## src/rtl/vscale_fetch_unit_pkg.sv

```systemverilog
// Shared constants and state encoding for the instruction-fetch stage.
package vscale_fetch_unit_pkg;

  localparam int unsigned FETCH_STATE_WIDTH = 2;
  localparam int unsigned INST_LEN          = 32;
  localparam logic [INST_LEN-1:0] RV_NOP    = 32'h0000_0013;

  typedef enum logic [FETCH_STATE_WIDTH-1:0] {
    FETCH_REQ   = 2'd0,
    FETCH_WAIT  = 2'd1,
    FETCH_DRAIN = 2'd2
  } fetch_state_e;

endpackage

```

## src/rtl/vscale_fetch_unit_if.sv

```systemverilog
// Instruction-memory request/response channel between fetch (master) and imem (slave).
interface vscale_fetch_unit_if #(
  parameter int unsigned XPR_LEN = 32
);
  import vscale_fetch_unit_pkg::*;

  logic                imem_req_valid;
  logic                imem_req_ready;
  logic [XPR_LEN-1:0]  imem_addr;
  logic                imem_resp_valid;
  logic [INST_LEN-1:0] imem_resp_data;

  modport master (
    output imem_req_valid, imem_addr,
    input  imem_req_ready, imem_resp_valid, imem_resp_data
  );

  modport slave (
    input  imem_req_valid, imem_addr,
    output imem_req_ready, imem_resp_valid, imem_resp_data
  );

endinterface

```

## src/rtl/vscale_fetch_skid_buf.sv

```systemverilog
// One-entry {inst, PC} holding buffer that absorbs a response arriving while DX is stalled.
module vscale_fetch_skid_buf #(
  parameter int unsigned W = 64
) (
  input  logic         clk,
  input  logic         reset,
  input  logic         load,
  input  logic         clear,
  input  logic         drain,
  input  logic [W-1:0] din,
  output logic [W-1:0] dout,
  output logic         full
);

  logic         full_q;
  logic [W-1:0] data_q;

  // Clear/drain win over load; fetch never loads while the entry is occupied.
  always_ff @(posedge clk or posedge reset) begin
    if (reset) begin
      full_q <= 1'b0;
      data_q <= '0;
    end else begin
      if (clear || drain) begin
        full_q <= 1'b0;
      end else if (load) begin
        full_q <= 1'b1;
      end
      if (load) begin
        data_q <= din;
      end
    end
  end

  assign dout = data_q;
  assign full = full_q;

endmodule

```

## src/rtl/vscale_fetch_unit.sv

```systemverilog
// Fetch stage: registers PC_IF, runs the single-outstanding imem handshake and feeds DX.
module vscale_fetch_unit
  import vscale_fetch_unit_pkg::*;
#(
  parameter int unsigned        XPR_LEN  = 32,
  parameter logic [XPR_LEN-1:0] RESET_PC = XPR_LEN'(32'h0000_0200)
) (
  input  logic                clk,
  input  logic                reset,
  input  logic [XPR_LEN-1:0]  PC_PIF,
  input  logic                kill_IF,
  input  logic                flush_DX,
  input  logic                stall_DX,
  vscale_fetch_unit_if.master imem,
  output logic [XPR_LEN-1:0]  PC_IF,
  output logic                replay_IF,
  output logic [INST_LEN-1:0] inst_DX,
  output logic [XPR_LEN-1:0]  PC_DX,
  output logic                valid_DX
);

  localparam int unsigned PKT_W = INST_LEN + XPR_LEN;

  fetch_state_e        state_q, state_d;
  logic [XPR_LEN-1:0]  pc_if_q, pc_if_d;
  logic                valid_dx_q, valid_dx_d;
  logic [INST_LEN-1:0] inst_dx_q, inst_dx_d;
  logic [XPR_LEN-1:0]  pc_dx_q, pc_dx_d;

  logic                req_valid;
  logic                advance;
  logic                buf_load, buf_clear, buf_drain, buf_full;
  logic [PKT_W-1:0]    buf_dout;

  vscale_fetch_skid_buf #(.W(PKT_W)) u_skid_buf (
    .clk   (clk),
    .reset (reset),
    .load  (buf_load),
    .clear (buf_clear),
    .drain (buf_drain),
    .din   ({imem.imem_resp_data, pc_if_q}),
    .dout  (buf_dout),
    .full  (buf_full)
  );

  always_ff @(posedge clk or posedge reset) begin
    if (reset) begin
      state_q    <= FETCH_REQ;
      pc_if_q    <= RESET_PC;
      valid_dx_q <= 1'b0;
      inst_dx_q  <= RV_NOP;
      pc_dx_q    <= '0;
    end else begin
      state_q    <= state_d;
      pc_if_q    <= pc_if_d;
      valid_dx_q <= valid_dx_d;
      inst_dx_q  <= inst_dx_d;
      pc_dx_q    <= pc_dx_d;
    end
  end

  always_comb begin
    state_d    = state_q;
    req_valid  = 1'b0;
    advance    = 1'b0;
    buf_load   = 1'b0;
    buf_clear  = 1'b0;
    buf_drain  = 1'b0;
    valid_dx_d = valid_dx_q;
    inst_dx_d  = inst_dx_q;
    pc_dx_d    = pc_dx_q;

    // A response seen in REQ belongs to no live request and is dropped.
    unique case (state_q)
      FETCH_REQ: begin
        req_valid = !buf_full && !reset;
        if (req_valid && imem.imem_req_ready) begin
          state_d = kill_IF ? FETCH_DRAIN : FETCH_WAIT;
        end
      end
      FETCH_WAIT: begin
        if (imem.imem_resp_valid) begin
          state_d = FETCH_REQ;
          advance = !kill_IF;
        end else if (kill_IF) begin
          state_d = FETCH_DRAIN;
        end
      end
      FETCH_DRAIN: begin
        if (imem.imem_resp_valid) begin
          state_d = FETCH_REQ;
        end
      end
      default: state_d = FETCH_REQ;
    endcase

    pc_if_d = (advance || kill_IF) ? PC_PIF : pc_if_q;

    // A stalled redirecting branch stays in DX; only the IF side is squashed.
    if (flush_DX) begin
      valid_dx_d = 1'b0;
      buf_clear  = 1'b1;
    end else if (kill_IF) begin
      buf_clear = 1'b1;
      if (!stall_DX) begin
        valid_dx_d = 1'b0;
      end
    end else if (!stall_DX) begin
      if (buf_full) begin
        {inst_dx_d, pc_dx_d} = buf_dout;
        valid_dx_d           = 1'b1;
        buf_drain            = 1'b1;
      end else if (advance) begin
        inst_dx_d  = imem.imem_resp_data;
        pc_dx_d    = pc_if_q;
        valid_dx_d = 1'b1;
      end else begin
        valid_dx_d = 1'b0;
      end
    end else if (advance) begin
      buf_load = 1'b1;
    end
  end

  assign imem.imem_req_valid = req_valid;
  assign imem.imem_addr      = pc_if_q;
  assign PC_IF               = pc_if_q;
  assign replay_IF           = !(advance || kill_IF);
  assign inst_DX             = inst_dx_q;
  assign PC_DX               = pc_dx_q;
  assign valid_DX            = valid_dx_q;

endmodule
```

## src/flat_wrapper.sv

```systemverilog
// flat-port wrapper written by rule: the top's interface ports become plain ports
module vscale_fetch_unit_flat import vscale_fetch_unit_pkg::*;
#(
  parameter int unsigned        XPR_LEN  = 32,
  parameter logic [XPR_LEN-1:0] RESET_PC = XPR_LEN'(32'h0000_0200)
)
  (clk, reset, PC_PIF, kill_IF, flush_DX, stall_DX, PC_IF, replay_IF, inst_DX, PC_DX, valid_DX, imem_imem_req_valid, imem_imem_addr, imem_imem_req_ready, imem_imem_resp_valid, imem_imem_resp_data);
  vscale_fetch_unit_if #(.XPR_LEN(XPR_LEN)) imem_i ();
  input  logic clk;
  input  logic reset;
  input  logic [XPR_LEN-1:0] PC_PIF;
  input  logic kill_IF;
  input  logic flush_DX;
  input  logic stall_DX;
  output logic [XPR_LEN-1:0] PC_IF;
  output logic replay_IF;
  output logic [INST_LEN-1:0] inst_DX;
  output logic [XPR_LEN-1:0] PC_DX;
  output logic valid_DX;
  output wire logic [$bits(imem_i.imem_req_valid)-1:0] imem_imem_req_valid;
  output wire logic [$bits(imem_i.imem_addr)-1:0] imem_imem_addr;
  input wire logic [$bits(imem_i.imem_req_ready)-1:0] imem_imem_req_ready;
  input wire logic [$bits(imem_i.imem_resp_valid)-1:0] imem_imem_resp_valid;
  input wire logic [$bits(imem_i.imem_resp_data)-1:0] imem_imem_resp_data;
  assign imem_imem_req_valid = imem_i.imem_req_valid;
  assign imem_imem_addr = imem_i.imem_addr;
  assign imem_i.imem_req_ready = imem_imem_req_ready;
  assign imem_i.imem_resp_valid = imem_imem_resp_valid;
  assign imem_i.imem_resp_data = imem_imem_resp_data;
  vscale_fetch_unit #(.XPR_LEN(XPR_LEN), .RESET_PC(RESET_PC)) u_core (.clk(clk), .reset(reset), .PC_PIF(PC_PIF), .kill_IF(kill_IF), .flush_DX(flush_DX), .stall_DX(stall_DX), .imem(imem_i), .PC_IF(PC_IF), .replay_IF(replay_IF), .inst_DX(inst_DX), .PC_DX(PC_DX), .valid_DX(valid_DX));
endmodule
```

## config.mk

```make
export PLATFORM = sky130hd
export DESIGN_NAME = vscale_fetch_unit_flat
export DESIGN_NICKNAME = d
export VERILOG_FILES = /design/src/rtl/vscale_fetch_unit_pkg.sv /design/src/rtl/vscale_fetch_unit_if.sv /design/src/rtl/vscale_fetch_skid_buf.sv /design/src/rtl/vscale_fetch_unit.sv /design/src/flat_wrapper.sv
export SDC_FILE = /design/constraint.sdc
export NUM_CORES = 1
export LEC_CHECK = 0
export CAP_MARGIN = 0
export CORE_MARGIN = 2
export CORE_UTILIZATION = 30
export DETAILED_ROUTE_END_ITERATION = 10
export HOLD_SLACK_MARGIN = 0.1
export MAX_ROUTING_LAYER = met4
export SLEW_MARGIN = 20
export SYNTH_ARGS = -nofsm -noshare
export SYNTH_HDL_FRONTEND = slang
export SYNTH_SLANG_ARGS = --single-unit
export TNS_END_PERCENT = 10
```

## constraint.sdc

```tcl
create_clock -name clk -period 8.09 [get_ports clk]
set_input_delay 1.2135 -clock clk [delete_from_list [all_inputs] [get_ports clk]]
set_output_delay 1.2135 -clock clk [all_outputs]
set_load 0.005 [all_outputs]
```

======== Word level (Yosys, flattened, before mapping) ========
Cells that the tools add are included.
word-level totals
  input bits .............................. 71
  latch bits .............................. 0
  word-level logic and storage cells ...... 59
  register bits ........................... 164
  output and inout port bits .............. 131
  memories kept ........................... 0
  bits in writable memories ............... 0
  memory bits (read-only) ................. 0
cells by class
  order comparisons ....................... 0
  divide/modulo/power cells ............... 0
  bitwise logic cells ..................... 3
  muxes and demuxes ....................... 30
  add/sub/neg operators ................... 0
  shifts and indexed selects .............. 0
  equality and inequality tests ........... 6
  $mul .................................... 0
  reduce and logical (&&, ||, !) cells .... 13
operators by type and width
  kind                  number
  $mux W32              4
  $mux W1               20
  $mux W2               5
  $pmux W2 S3           1
  $logic_not A1 Y1      4
  $ne A2 B2 Y1 const B  2
  $reduce_and A4 Y1     1
  $reduce_bool A2 Y1    2
  $ne A3 B3 Y1 const B  1
  $not A1 Y1            3
  $reduce_and A3 Y1     1
  $eq A2 B1 Y1 const B  1
  $eq A2 B2 Y1 const B  1
  $logic_and A1 B1 Y1   2
  $logic_not A2 Y1      1
  $logic_or A1 B1 Y1    2
  $ne A2 B1 Y1 const B  1

======== Depth between registers and ports, before layout ========
Gate-level depths: netlist (run 1).
  depth after elaboration ................. 9
  mapped depth ............................ 6
  depth with buffers taken out ............ 3

======== Hierarchy ========
Synthesis (run 1) repeated with hierarchy kept, for this count alone.
second synthesis, totals
  cell total of the unflattened synthesis .. 465
  area, all modules ....................... 7505.9 sq um
modules (own cells, without submodules)
  module                 area each (sq um)  seq. area each (sq um)  times used  cells an instance
  vscale_fetch_unit      4889.7             2482.4                  1           326
  vscale_fetch_skid_buf  2616.3             1626.6                  1           139

======== Worst setup path after synthesis (run 1) ========
No wires, ideal clock.
  path kind ............................... input-to-output
  from .................................... input port imem_imem_resp_valid
  to ...................................... output port replay_IF
  cell stages on the path ................. 4
  path slack .............................. 5055 ps
  path buffers ............................ 2
  data arrival time ....................... 1821 ps
  required time ........................... 6877 ps
  cells stage by stage .................... and3b_1 > buf_6 > nor2_4 > buf_4
between the ends
  word-level cells in the longest chain between the ends .. 4
RTL lines
  item                RTL line                  text
  start: declaration  flat_wrapper.sv:23        input wire logic [$bits(imem_i.imem_resp_valid)-1:0] imem_imem_resp_valid;
  $mux W1             vscale_fetch_unit.sv:82   if (imem.imem_resp_valid) begin
  $mux W1             vscale_fetch_unit.sv:74   unique case (state_q)
  $logic_or A1 B1 Y1  vscale_fetch_unit.sv:128  assign replay_IF = !(advance || kill_IF);
  $logic_not A1 Y1    vscale_fetch_unit.sv:128
  end: declaration    flat_wrapper.sv:16        output logic replay_IF;
No other way between the ends.

======== Final worst setup path (run 1) ========
Ends and elaborated chain as after synthesis.

==> impl_metrics.py, run 1 <==
metrics = {
    "global_routing": {
        "grt-ovfl-total": 0,
        "grt_pass1_vias": 5148,
        "grtUsageTotal_pct": 14.53,
        "antenna_found_initial": 0,
        "grt_max_degree": 89,
        "grt_pass1_wl_microns": 28710,
    },
    "power_and_ir_drop": {
        "p_leak_nw": 4.382,
        "power_frac_comb_pct": 21.4,
        "internal-power_w": 0.001765,
        "sequentialPowerShare_pct": 44.8,
        "pwr_density_cell_mw_per_mm2": 243.3,
        "swShare_pct": 26.32,
        "vdd_ir_drop_max_v": 0.0001150,
        "switchingPower_w": 0.0006304,
        "p_clk_share_pct": 33.7,
    },
    "critical_path": {
        "path_class": "input pin to output pin",
        "crit_path_max_fanout": 33,
        "crit_slowest_cell": "clkdlybuf4s50_1",
        "cpPeakStageDelay_ns": 0.60,
        "critPathTopFamily": "buffers and inverters",
        "startpoint_type": "input pin",
        "cp_common_cell": "clkdlybuf4s50_1",
        "r2r_cells": 4,
        "end_kind": "output pin",
        "crit_required_ns": 6.88,
        "arrival_ns": 3.08,
        "cp.depth": 5,
        "crit_chain": "clkdlybuf4s50_1, and3b_1, nor2_4, buf_4, clkdlybuf4s50_1",
        "crit_buf_inv": 3,
    },
    "clock_network": {
        "clock-sinks": 164,
        "h-tree-depth": 4,
        "clkLatencyLatePin_ns": 0.42,
        "path_clk_slew_ns": 0.07,
        "hold_buffers": 0,
        "cts.root.buffer_cell": "clkbuf_16",
        "cts_resized": 0,
        "cts_setup_buffers": 0,
        "cts_buffers": 17,
        "cts_buffer_depth": 2,
        "cts_tree": "done",
    },
    "route": {
        "initialDrtViolationCount": 209,
        "ant_nets": 0,
        "totalWireLength_microns": 17820,
        "drc": 0,
        "dr.pass1.iters": 5,
        "wire_per_inst_microns": 17.27,
        "vias_per_cell": 4.700,
        "vias": 4850,
    },
    "synth": {
        "synth_area_leader_cell": "dfrtp_1",
        "synth_area_sq_mm": 0.007251,
        "yosys_register_bits": 164,
        "synth_cells": 541,
        "avgSynthCellArea_sq_um": 13.40,
        "seq_area_frac_synth_pct": 56.67,
        "synth_area_leaders": "dfrtp_1 55%, mux2_2 13%, mux2i_1 8.8%, a22oi_1 6.6%, buf_4 3.7%",
        "yosys_warnings": 0,
        "syn-num-nets": 612,
        "yosysTopAreaCellShare_pct": 55.22,
        "synth.distinct_cells": 28,
    },
    "outcome": {
        "status": "complete, no violations",
    },
    "timing": {
        "fmax_mhz": 232.7,
        "maxSlewViolCount": 0,
        "hold_violations": 0,
        "finalCritPeriodShare_pct": 53.11,
        "rsz0062_at_grt": "no",
        "setup_tns_ns": 0,
        "setup_viol": 0,
        "layout_min_cycle_time_ns": 4.296,
        "fin_ws_ns": 3.794,
        "timing.slew.headroom_pct": 44.52,
        "final.setup_skew_ns": 0.01056,
        "worst_slew_pin_slew_ns": 0.8323,
    },
    "floorplanning": {
        "io_pins": 202,
        "fp.dieW_microns": 159.5,
        "initial_core_util_pct": 30.71,
        "core_sq_mm": 0.02361,
        "num_rows": 56,
        "die_h_microns": 159.5,
        "dieArea_sq_mm": 0.02543,
    },
    "final_layout": {
        "n_fill_cell": 2231,
        "drive_gt1_share_pct": 20.62,
        "fin_nets": 771,
        "antennaDiodeCount": 0,
        "area_growth_pct": 35.77,
    },
    "placed_design": {
        "post-place-ws_ns": 3.793,
        "port_buffers": 201,
        "dp_hpwl_microns": 11160,
        "place_congestion": 0.7623,
    },
    "flow_run": {
        "maxCapViolCount": 0,
    },
    "worst_hold_path": {
        "whs_path_depth": 1,
        "worstHoldPathType": "flop to flop",
    },
}
cells in the final DEF (no fill, tap or decap), types with 3 or more instances in the layout:
| cell type | Yosys | final |
|---|---|---|
| inv_8 | 0 | 4 |
| clkdlybuf4s50_1 | 0 | 201 |
| mux2_4 | 11 | 11 |
| clkbuf_16 | 0 | 17 |
| buf_4 | 36 | 7 |
| a22oi_1 | 64 | 64 |
| mux2_2 | 84 | 84 |
| inv_6 | 0 | 4 |
| nor2_1 | 66 | 66 |
| dfrtp_1 | 160 | 159 |
| clkinv_4 | 0 | 3 |
| mux2i_1 | 64 | 64 |
| dfstp_2 | 4 | 4 |
flip-flops by register name (all words and copies together) (netlist names):
register / flops
u_core.u_skid_buf.full: 1
u_core.u_skid_buf.dout: 64
u_core.valid_DX: 1
u_core.state_q: 2
u_core.PC_IF: 32
u_core.inst_DX: 32
u_core.PC_DX: 32
kinds of logic (layout without fill, tap and decap cells):
logic type	Yosys count	after routing	share of synthesized area [%]
flops	164	164	56.67
mux	160	160	24.31
simple gates	76	76	4.573
buf+inv	72	244	7.265
compound gates	69	69	7.179
cells in the mapped netlist:
cell,number
dfrtp_1,160
mux2i_1,64
o21a_1,1
buf_6,13
nor2_4,1
mux2_1,1
and3b_1,1
nor2_1,66
nor4b_1,1
a22o_1,1
nand2b_1,1
buf_4,36
buf_2,19
o211a_1,1
a22oi_1,64
inv_1,2
nand3_4,1
nor3_1,1
dfstp_2,4
clkbuf_1,2
nor4_1,1
nor2b_1,1
a31o_2,1
nand2_1,1
or4b_1,1
mux2_2,84
mux2_4,11
a21oi_1,1
metrics by stage:
step	instance area [sq um]	util, %	power (W)	hold WS [ns]	cells
2_1_floorplan	7251	-	0.001288	0.4791	541
6_report	9844	41.69	0.002395	0.5069	1032
3_3_place_gp	9214	39.02	0.001590	0.4863	998
3_5_place_dp	9214	39.02	0.001610	0.4932	998
5_1_grt	9844	41.69	0.002521	0.5133	1032
4_1_cts	9797	41.49	0.002434	0.5073	1030
power by group through the flow:
stage | registers [W] | clock network [W] | logic [W]
after floorplan | 0.00107 | 0 | 0.000214
after global placement | 0.00108 | 0 | 0.000511
after detailed placement | 0.00109 | 0 | 0.000521
after CTS | 0.00108 | 0.000835 | 0.000524
after global routing | 0.00109 | 0.000868 | 0.000559
final | 0.00107 | 0.000808 | 0.000514
per-layer routing:
layer / part of all wire [%] / GRT usage [%] / vias up
li1: - / - / 2207
met1: 47 / 18.66 / 2505
met2: 48 / 23.32 / 127
met3: 4.3 / 3.204 / 11
met4: 0.95 / 3.760 / 0
met5: 0 / - / -
final timing paths:
path / start / to / slack (ns)
min: u_core.u_skid_buf.dout[14] / u_core.u_skid_buf.dout[14] / 0.51
max in group asynchronous: reset / u_core.PC_DX[17] / 5.42
min reg2reg: u_core.u_skid_buf.dout[14] / u_core.u_skid_buf.dout[14] / 0.51
max: imem_imem_resp_valid / replay_IF / 3.79
max reg2reg: u_core.u_skid_buf.full / u_core.inst_DX[18] / 5.82
min in group asynchronous: reset / u_core.state_q[1] / 1.36
worst register-to-register path, delay by kind of cell, from the launching register on:
family                 cells  cell delay [ns]
and+or+nand+nor            2             0.58
DFF                        1             0.81
buffers and inverters      1             0.61
AOI/OAI and AO/OA          1             0.18
final cells by class:
class,instances,area [sq um],share of cell area (%)
sequential,164,4113,41.78
clock inverter,13,140.1,1.423
tap,319,399.1,4.054
inverter,2,12.51,0.1271
timing repair buffer,210,2112,21.45
clock buffer,19,442.9,4.499
multi-input combinational,305,2625,26.67
Note: power is estimated with default switching activity, not from simulation.
==> inputs of run 2 (changes only) <==
==> constraint.sdc (replaced) <==
create_clock -name clk -period 4.4 [get_ports clk]
set_input_delay 0.66 -clock clk [delete_from_list [all_inputs] [get_ports clk]]
set_output_delay 0.66 -clock clk [all_outputs]
set_load 0.005 [all_outputs]
==> run 2 against run 1 <==
Clock skew about the same. Sequential power is 84% higher. First-iteration DRC count decreased by 10%. Power up 89%. Count of clock-buffer cells in the layout up 2. Cell area grew 0.14%. Cell count decreased by 0.19%. Combinational power grew 83%. Die area is the same. Via count fell by 0.35%. Global-route usage up 0.14 points. Critical endpoint unchanged.
==> impl_metrics.py, run 2 (synthesis gave the netlist of run 1 again) <==
metrics = {
    "outcome": {
        "status": "complete, no violations",
    },
    "timing": {
        "worst_slew_pin_slew_ns": 1.046,
        "setup_tns_ns": 0,
        "hold_violations": 0,
        "timing.slew.headroom_pct": 30.24,
        "finalCritPeriodShare_pct": 63.83,
        "layout_min_cycle_time_ns": 2.808,
        "maxSlewViolCount": 0,
        "setup_viol": 0,
        "fmax_mhz": 356.1,
        "rsz0062_at_grt": "no",
        "final.setup_skew_ns": 0.01099,
    },
    "critical_path": {
        "cpPeakStageDelay_ns": 0.61,
        "crit_path_max_fanout": 5,
        "crit_chain": "clkdlybuf4s50_1, and3b_1, nor2_4, clkdlybuf4s50_1",
        "crit_required_ns": 3.74,
        "r2r_slack_ns": 1.99,
        "critPathTopFamily": "buffers and inverters",
        "arrival_ns": 2.15,
        "r2r_end": "u_core.u_skid_buf.dout[20]",
        "crit_start": "imem_imem_resp_valid",
        "crit_slowest_cell": "clkdlybuf4s50_1",
        "crit_buf_inv": 2,
        "startpoint_type": "input pin",
        "end_kind": "output pin",
        "cp_common_cell": "clkdlybuf4s50_1",
        "r2r_cells": 3,
        "path_class": "input pin to output pin",
        "rr_startpoint": "u_core.state_q[1]",
    },
    "route": {
        "vias": 4833,
        "vias_per_cell": 4.692,
        "drc": 0,
        "wire_per_inst_microns": 17.14,
        "dr.pass1.iters": 4,
        "ant_nets": 0,
        "initialDrtViolationCount": 188,
        "totalWireLength_microns": 17660,
    },
    "power_and_ir_drop": {
        "p_leak_nw": 4.380,
        "swShare_pct": 24.54,
        "internal-power_w": 0.003412,
        "p_clk_share_pct": 35.5,
        "vdd_ir_drop_max_v": 0.0002035,
        "switchingPower_w": 0.001109,
        "sequentialPowerShare_pct": 43.6,
        "pwr_density_cell_mw_per_mm2": 458.7,
        "power_frac_comb_pct": 20.9,
    },
    "final_layout": {
        "area_growth_pct": 35.96,
        "n_fill_cell": 2211,
        "fin_nets": 769,
        "antennaDiodeCount": 0,
        "postLayoutCellArea_sq_mm": 0.009858,
        "largest_reg_flops": 64,
        "drive_gt1_share_pct": 20.25,
        "final_common_cell": "clkdlybuf4s50_1",
        "multi_input_area_sq_mm": 0.002625,
        "utilization_pct": 41.75,
        "area.sequential_sq_mm": 0.004113,
        "layout_common_cells": "201 x clkdlybuf4s50_1, 159 x dfrtp_1, 84 x mux2_2",
    },
    "worst_hold_path": {
        "hold_path_end": "u_core.u_skid_buf.dout[30]",
        "worstHoldPathType": "flop to flop",
        "whs_path_depth": 1,
        "min-delay-start": "u_core.u_skid_buf.dout[30]",
    },
    "global_routing": {
        "grt_pass1_wl_microns": 28800,
        "grt_pass1_vias": 5148,
        "grt_max_degree": 82,
        "grtUsageTotal_pct": 14.67,
        "antenna_found_initial": 0,
        "grt-ovfl-total": 0,
    },
    "floorplanning": {
        "core_sq_mm": 0.02361,
        "num_rows": 56,
        "dieArea_sq_mm": 0.02543,
        "io_pins": 202,
        "die_h_microns": 159.5,
        "fp.dieW_microns": 159.5,
        "initial_core_util_pct": 30.71,
    },
    "placed_design": {
        "dpl_cell_area_sq_mm": 0.009225,
        "place_congestion": 0.7309,
        "port_buffers": 201,
        "dp_hpwl_microns": 11120,
    },
    "clock_network": {
        "cts_buffers": 17,
        "cts_buffer_depth": 2,
        "cts_resized": 0,
        "hold_buffers": 0,
        "h-tree-depth": 4,
        "clkLatencyLatePin_ns": 0.42,
        "path_clk_slew_ns": 0.06,
        "cts_tree": "done",
        "cts_setup_buffers": 0,
        "clock-sinks": 164,
        "cts.root.buffer_cell": "clkbuf_16",
    },
    "flow_run": {
        "maxCapViolCount": 0,
    },
}
[run 2: changes by cell type in the layout (fill, tap and decap cells not counted), sizes merged]
cell,previous run,this run
buf,9,7
inv,9,3
clkinvlp,1,2
bufinv,1,4
clkbuf,19,21
[run 2: worst max path at each step]
stage | depth (start not counted) | endpoint | slack (ns)
6_report | 4 | replay_IF | 1.59
5_1_grt | 4 | replay_IF | 1.49
4_1_cts | 4 | replay_IF | 1.57
3_5_place_dp | 4 | u_core.u_skid_buf.dout[27] | 1.24
3_3_place_gp | 4 | u_core.u_skid_buf.dout[49] | 1.29
2_1_floorplan | 1 | u_core.PC_DX[0] | 1.66
[run 2: power groups by stage]
| stage | clock network (W) | registers [W] | logic, W |
|---|---|---|---|
| after floorplan | 0 | 0.00198 | 0.000393 |
| after global placement | 0 | 0.00198 | 0.000942 |
| after detailed placement | 0 | 0.00200 | 0.000957 |
| after CTS | 0.00166 | 0.00198 | 0.000964 |
| after global routing | 0.00172 | 0.00201 | 0.00103 |
| final | 0.00161 | 0.00197 | 0.000943 |
[run 2: area by class of cell]
| type | instances | area share (%) |
|---|---|---|
| sequential | 164 | 41.72 |
| multi-input combinational | 305 | 26.63 |
| inverter | 2 | 0.1142 |
| timing repair buffer | 208 | 21.07 |
| clock buffer | 21 | 4.671 |
| tap | 319 | 4.049 |
| clock inverter | 11 | 1.751 |
[run 2: through the flow]
stage                     total power (W)  std cells  hold slack [ns]  worst slack (ns)
final                            0.004522       1030           0.5062             1.592
after global routing             0.004763       1030           0.5143             1.491
after CTS                        0.004600       1030           0.5085             1.567
after detailed placement         0.002959        998           0.4938             1.239
after global placement           0.002926        998           0.4878             1.292
after floorplan                  0.002368        541           0.4791             1.658
[run 2: metal layers]
| metal | vias up | wire length [microns] | part of all wire [%] | global-route usage [%] |
|---|---|---|---|---|
| met5 | - | 0 | 0 | - |
| met4 | 0 | 129 | 0.73 | 3.554 |
| li1 | 2208 | - | - | - |
| met3 | 9 | 976 | 5.5 | 4.194 |
| met2 | 147 | 8321 | 47 | 23.30 |
| met1 | 2469 | 8227 | 47 | 18.54 |
